===== src/rtl/mem_arbiter.sv =====
// Two-port round-robin arbiter in front of a single synchronous-read memory.
// Each grant runs IDLE/RESP -> ACCESS -> RESP; the owner is acked in RESP.
module mem_arbiter #(
    parameter int ADDR_W = 16,
    parameter int DATA_W = 8
) (
    input  logic              clk,
    input  logic              reset,
    input  logic              req0,
    input  logic              req1,
    input  logic              we0,
    input  logic              we1,
    input  logic [ADDR_W-1:0] adr0,
    input  logic [ADDR_W-1:0] adr1,
    input  logic [DATA_W-1:0] wd0,
    input  logic [DATA_W-1:0] wd1,
    output logic              ack0,
    output logic              ack1,
    output logic [DATA_W-1:0] rd0,
    output logic [DATA_W-1:0] rd1,
    output logic              mem_we,
    output logic [ADDR_W-1:0] mem_adr,
    output logic [DATA_W-1:0] mem_wd,
    input  logic [DATA_W-1:0] mem_rd,
    output logic              busy
);

    typedef enum logic [1:0] {
        IDLE   = 2'd0,
        ACCESS = 2'd1,
        RESP   = 2'd2
    } state_t;

    state_t            r_state;
    state_t            w_next;
    logic              r_prio;
    logic              r_owner;
    logic              r_we;
    logic [ADDR_W-1:0] r_adr;
    logic [DATA_W-1:0] r_wd;
    logic [DATA_W-1:0] r_rd0;
    logic [DATA_W-1:0] r_rd1;

    logic w_resp;
    logic w_req0;
    logic w_req1;
    logic w_grant;
    logic w_winner;

    assign w_resp = (r_state == RESP);

    // In RESP the current owner's request is ignored so the other port gets a turn.
    assign w_req0   = req0 & ~(w_resp & ~r_owner);
    assign w_req1   = req1 & ~(w_resp &  r_owner);
    assign w_grant  = (r_state != ACCESS) & (w_req0 | w_req1);
    assign w_winner = (w_req0 & w_req1) ? r_prio : w_req1;

    always_comb begin
        w_next = r_state;
        case (r_state)
            IDLE:    w_next = w_grant ? ACCESS : IDLE;
            ACCESS:  w_next = RESP;
            RESP:    w_next = w_grant ? ACCESS : IDLE;
            default: w_next = IDLE;
        endcase
    end

    always_ff @(posedge clk or negedge reset) begin
        if (!reset) begin
            r_state <= IDLE;
            r_prio  <= 1'b0;
            r_owner <= 1'b0;
            r_we    <= 1'b0;
            r_adr   <= '0;
            r_wd    <= '0;
            r_rd0   <= '0;
            r_rd1   <= '0;
        end else begin
            r_state <= w_next;
            if (w_grant) begin
                r_owner <= w_winner;
                r_we    <= w_winner ? we1  : we0;
                r_adr   <= w_winner ? adr1 : adr0;
                r_wd    <= w_winner ? wd1  : wd0;
                r_prio  <= ~w_winner;
            end
            if (w_resp && !r_we) begin
                if (r_owner) r_rd1 <= mem_rd;
                else         r_rd0 <= mem_rd;
            end
        end
    end

    // Read data bypasses the holding register in RESP so it is valid with the ack.
    assign ack0    = w_resp & ~r_owner;
    assign ack1    = w_resp &  r_owner;
    assign rd0     = (w_resp && !r_owner && !r_we) ? mem_rd : r_rd0;
    assign rd1     = (w_resp &&  r_owner && !r_we) ? mem_rd : r_rd1;
    assign mem_we  = (r_state == ACCESS) & r_we;
    assign mem_adr = r_adr;
    assign mem_wd  = r_wd;
    assign busy    = (r_state != IDLE);

endmodule


===== config.mk =====
export PLATFORM = sky130hd
export DESIGN_NAME = mem_arbiter
export DESIGN_NICKNAME = d
export VERILOG_FILES = /design/src/rtl/mem_arbiter.sv
export SDC_FILE = /design/constraint.sdc
export NUM_CORES = 1
export LEC_CHECK = 0
export CAP_MARGIN = 0
export CORE_ASPECT_RATIO = 1.25
export CORE_MARGIN = 2
export CORE_UTILIZATION = 40
export CTS_CLUSTER_SIZE = 28
export DETAILED_ROUTE_END_ITERATION = 8
export PLACE_DENSITY = 0.77
export SKIP_CTS_REPAIR_TIMING = 1
export SLEW_MARGIN = 20
export SYNTH_ARGS = -nofsm -noshare
export SYNTH_HDL_FRONTEND = slang
export SYNTH_SLANG_ARGS = --single-unit

===== constraint.sdc =====
create_clock -name clk -period 2.5 [get_ports clk]
set_clock_uncertainty 0.1 [all_clocks]
set_input_delay 0.25 -clock clk [delete_from_list [all_inputs] [get_ports clk]]
set_output_delay 0.25 -clock clk [all_outputs]
set_load 0.005 [all_outputs]

Yosys cells after proc, flatten, opt, wreduce, memory -nomap -nowiden
Cells that the tools add are included.
- register bits after elaboration: 45
- input port bits: 62
- output and inout bits: 44
- word-level logic and storage cells: 43
- eq/ne operators: 3
- multiplexer cells: 8
- bitwise gates (word level): 12
- reductions and logical operators: 12
- operators by type and width (kind ; count):
    2-to-1 mux 8 bit ; 3
    2-to-1 mux 16 bit ; 1
    bitwise AND 1 bit ; 7
    logical AND 1 bit ; 5
    NOT 1 bit ; 4
    case mux 2 bit (2 select lines) ; 1
    AND reduction 2 bit ; 2
    2-to-1 mux 1 bit ; 3
    == test 2 x 1 -> 1 bit, second input constant ; 1
    == test 2 bit, second input constant ; 1
    zero test 1 bit ; 2
    zero test 2 bit ; 1
    inequality test 2 x 1 -> 1 bit, second input constant ; 1
    nonzero test 2 bit ; 1
    OR reduction 2 bit ; 1
    OR 1 bit ; 1

Logic depth before layout (Yosys ltp)
Gate-level depths: netlist of the first run.
- depth in word-level cells: 8
- depth in mapped cells: 7
- mapped depth without buffers: 4

Worst setup path after synthesis of the first run
No wires, ideal clock.
- path kind: register to output
- from: register r_state[0]
- to: output rd0[0]
- data arrival time: 1565 ps
- required time: 2150 ps
- path slack: 585 ps
- cell stages (with the launch flop): 6
- buffers on the path: 2
- cells stage by stage: dfrtp_1 buf_2 nand2b_1 nor3_2 buf_4 mux2_2
- cells in the longest elaborated chain, start to end: 4
- RTL lines (what ; line ; text):
    from (decl) ; 34 ; state_t r_state;
    from (signal assigned) ; 79 ; r_state <= w_next;
    == test 2 bit ; 50 ; assign w_resp = (r_state == RESP);
    logical AND 1 bit (2 in a row) ; 97 ; assign rd0 = (w_resp && !r_owner && !r_we) ? mem_rd : r_rd0;
    2-to-1 mux 8 bit ; 97 ;
    to (decl) ; 19 ; output logic [DATA_W-1:0] rd0,
Every way passes these cells.

Final worst setup path of the first run
- from: register r_state[0]
- to: output rd0[3]
Same word-level chain as after synthesis.

==> results_tabular.tex, run 1 <==
\begin{tabular}{lr}
\hline
Metric & Value \\
\hline
\multicolumn{2}{l}{\textbf{Routing}} \\
\quad Routed length per placed instance & 16.1 um \\
\quad Count of TritonRoute iterations in the first routing pass & 5 \\
\quad Wire length after detailed routing & roughly 5.6 mm \\
\quad Initial DRC count & between 60 and 70 \\
\quad Number of remaining DRC errors & 0 \\
\quad Residual antenna-violating net count after detailed routing & 0 \\
\quad Detailed-route via count & approximately 1800 \\
\quad Number of vias per cell & between 5 and 6 \\
\multicolumn{2}{l}{\textbf{Timing}} \\
\quad Fmax & around 0.41 GHz \\
\quad Final critical-path share of the clock period & between 90\% and 100\% \\
\quad Measured slew at the worst slew-check pin & 0.524 ns \\
\quad Number of pins exceeding their max-slew limit in the final report & 0 \\
\quad Count of endpoints failing setup in the final report & 0 \\
\quad Worst-case setup margin in the final layout & between 0.04 and 0.05 ns \\
\quad Final hold violation count & 0 \\
\quad Slew Limit Headroom & 65.1\% \\
\quad Total Negative Setup Slacks & 0 ns \\
\quad Final critical path time including I/O delays and setup & roughly 2.5 ns \\
\multicolumn{2}{l}{\textbf{Finish}} \\
\quad Final cell count without fillers & $\sim$350 \\
\quad Proportion of layout cells with a drive suffix above 1 & 22.1\% \\
\quad Post-route core utilization & approximately two thirds \\
\quad Synthesis-to-finish area growth & 61.2\% \\
\quad Leading cell types in the layout, fill and taps excluded & sky130\_fd\_sc\_hd\_\_clkdlybuf4s50\_1, sky130\_fd\_sc\_hd\_\_dfrtp\_1, sky130\_fd\_sc\_hd\_\_mux2\_2, sky130\_fd\_sc\_hd\_\_nor2b\_1, sky130\_fd\_sc\_hd\_\_a221o\_1 \\
\quad Net count of the finished layout & 346 \\
\quad Most common cell after layout, fill and taps aside & sky130\_fd\_sc\_hd\_\_clkdlybuf4s50\_1 \\
\quad Ant. Diodes & 0 \\
\multicolumn{2}{l}{\textbf{Clock network}} \\
\quad Clock input transition at the sequential cells of the worst setup and hold paths & 0.09 ns \\
\quad Root buffer selected by CTS & sky130\_fd\_sc\_hd\_\_clkbuf\_8 \\
\quad Skew-Pair Late Insertion Delay & roughly 0.30 ns \\
\quad Total clock buffers created by CTS & 5 \\
\quad Total number of H-tree levels & 2 \\
\quad CTS tree & yes \\
\quad Buffer depth of the longest clock path & 2 \\
\quad Total clock sinks & 45 \\
\multicolumn{2}{l}{\textbf{Die}} \\
\quad I/O pin total & about 110 \\
\quad Effective utilization at floorplan & a little over two fifths \\
\quad Std-Cell Core Area & between 0.005 and 0.006 mm2 \\
\quad DIE AREA & between 0.005 and 0.006 mm2 \\
\quad Number of placement rows & 29 \\
\quad Vertical die dimension & 85.9 um \\
\quad Die Wd & 69.5 um \\
\multicolumn{2}{l}{\textbf{Synthesis}} \\
\quad Net Count, Synth & 229 \\
\quad Number of warnings printed during yosys synthesis & 0 \\
\quad Area of the mapped netlist & roughly 0.0021 mm2 \\
\quad Avg Inst Size Synth & about 13 um2 \\
\quad Synthesized netlist cell count & around 170 \\
\quad Portion of the post-synthesis area used by sequential elements & 52.5\% \\
\quad Seq cells post-synth & 45 \\
\quad Post-synth cell types & 23 \\
\multicolumn{2}{l}{\textbf{Critical path}} \\
\quad FF-to-FF setup slack & 0.57 ns \\
\quad Reg-to-reg critical path startpoint & r\_owner\$\_DFFE\_PN0P\_ \\
\quad CP Data Required Time & roughly 2.2 ns \\
\quad Biggest fanout along the worst timing path & 6 \\
\quad Type of destination of the critical path & output pin \\
\quad Count of cells along the worst register-to-register path & 6 \\
\quad CP Launch Type & flip-flop \\
\quad Class of the most critical setup path & flip-flop to output pin \\
\quad Signal arrival time at the worst endpoint & 2.10 ns \\
\quad Endpoint of the lowest-slack register-to-register path & mem\_adr[15]\$\_DFFE\_PN0P\_ \\
\multicolumn{2}{l}{\textbf{Global route}} \\
\quad Wire length of the first global-routing pass & 8.48 mm \\
\quad Via count of the first global-routing pass & between 1500 and 2000 \\
\quad Met2 demand-to-capacity share in global routing & 29.5\% \\
\quad Layer with the highest usage after global routing & met2 \\
\quad Gr usage total & 17.9\% \\
\quad Grt met3 use & between 5 and 6\% \\
\quad Largest net degree at the start of global routing & 28 \\
\quad Sum of overflow across all layers after global routing & 0 \\
\quad Number of antenna violations at the first check in global routing & 0 \\
\quad Met1 Usage GRT & 23.3\% \\
\multicolumn{2}{l}{\textbf{Power}} \\
\quad Pwr Density & about 1200 mW/mm2 \\
\quad Leakage & around 1.4 nW \\
\quad Total Power & about 4.0 mW \\
\quad Peak supply drop & 0.612 mV \\
\multicolumn{2}{l}{\textbf{Place}} \\
\quad Worst slack at placement & 0.313 ns \\
\quad Final GP Congestion & just over 0.7 \\
\quad Port Buffers & $\sim$110 \\
\quad \# placed instances & roughly 330 \\
\quad Final HPWL DP & $\sim$3.9 mm \\
\multicolumn{2}{l}{\textbf{Hold path}} \\
\quad Class of the tightest hold or removal check & input port to asynchronous set/reset pin \\
\multicolumn{2}{l}{\textbf{Run status}} \\
\quad Outcome & finished, final reports clean \\
\multicolumn{2}{l}{\textbf{Run}} \\
\quad Max-cap violation count & 0 \\
\hline
\end{tabular}
==> worst max path at each step <==
stage | start | slack (ns) | endpoint
2_1_floorplan | r_state[0]$_DFF_PN0_ | 0.58 | rd0[0]
3_3_place_gp | r_owner$_DFFE_PN0P_ | 0.38 | rd1[0]
3_5_place_dp | r_owner$_DFFE_PN0P_ | 0.31 | rd1[2]
4_1_cts | r_owner$_DFFE_PN0P_ | -0.03 | rd1[2]
5_1_grt | r_state[0]$_DFF_PN0_ | -0.03 | rd0[3]
6_report | r_state[0]$_DFF_PN0_ | 0.05 | rd0[3]
==> through the flow <==
step | hold WS [ns] | cell area, um2
final | 0.352 | 3460
after CTS | -0.190 | 3380
after floorplan | -0.146 | 2150
after global placement | 0.143 | 3260
after global routing | 0.380 | 3460
after detailed placement | 0.148 | 3260
==> cells by family (layout without fill, tap and decap cells) <==
group	count (synthesis)	after routing	synth area share, %
buffers and inverters	12	130	3.61
and+or+nand+nor	44	44	12.0
AOI/OAI and AO/OA	33	33	14.7
muxes	33	33	17.3
DFF	45	45	52.5
==> synthesized netlist by cell type, drive strengths merged <==
library cell	number	share of area (%)
a211oi	2	1.3
a21boi	1	0.35
a21oi	2	0.47
a221o	25	12
a22oi	1	0.35
and2	1	0.29
buf	12	3.6
dfrtp	45	52
mux2	32	17
mux2i	1	0.47
nand2	2	0.35
nand2b	2	0.58
nand3	1	0.23
nor2	8	1.4
nor2b	27	7.9
nor3	2	0.93
o21a	1	0.35
o21ai	1	0.23
or2	1	0.29
==> flip-flops by register name (all words and copies together), names as in the netlist <==
register  flops
r_prio        1
r_state       2
mem_adr      16
mem_wd        8
r_rd0         8
r_owner       1
r_we          1
r_rd1         8
==> per-layer routing <==
| metal | share of wire, % | up-vias |
|---|---|---|
| li1 | - | 851 |
| met1 | 43 | 874 |
| met2 | 49 | 82 |
| met3 | 7.0 | 9 |
| met4 | 1.1 | 0 |
| met5 | 0 | - |
==> area by class of cell <==
class                      count  area [um2]
clock buffer                   5        68.8
timing repair buffer         122        1180
multi-input combinational    110         952
clock inverter                 3        46.3
tap                           62        77.6
fill                         405        1660
sequential                    45        1130
==> critical path, cell delays in order, from the launching register on <==
cell,delay (ns)
sky130_fd_sc_hd__dfrtp_2,0.45
sky130_fd_sc_hd__nand2b_1,0.21
sky130_fd_sc_hd__nor3_4,0.19
sky130_fd_sc_hd__buf_4,0.20
sky130_fd_sc_hd__mux2_1,0.32
sky130_fd_sc_hd__clkdlybuf4s50_1,0.44
==> where the power goes <==
| part | switching [mW] | internal, mW | total (mW) |
|---|---|---|---|
| Sequential | 0.210 | 1.09 | 1.30 |
| Clock | 0.257 | 0.299 | 0.556 |
| Combinational | 0.778 | 1.40 | 2.18 |
| Total | 1.24 | 2.79 | 4.04 |
(Power assumes the default switching activity.)
==> inputs of run 2 (changes only) <==
--- a/config.mk
+++ b/config.mk
@@ -13,7 +13,7 @@
 export DETAILED_ROUTE_END_ITERATION = 8
 export PLACE_DENSITY = 0.77
 export SKIP_CTS_REPAIR_TIMING = 1
-export SLEW_MARGIN = 20
+export SLEW_MARGIN = 30
 export SYNTH_ARGS = -nofsm -noshare
 export SYNTH_HDL_FRONTEND = slang
 export SYNTH_SLANG_ARGS = --single-unit
==> results of run 2 <==
No change in the layout: final DEF, timing and power equal those of run 1.
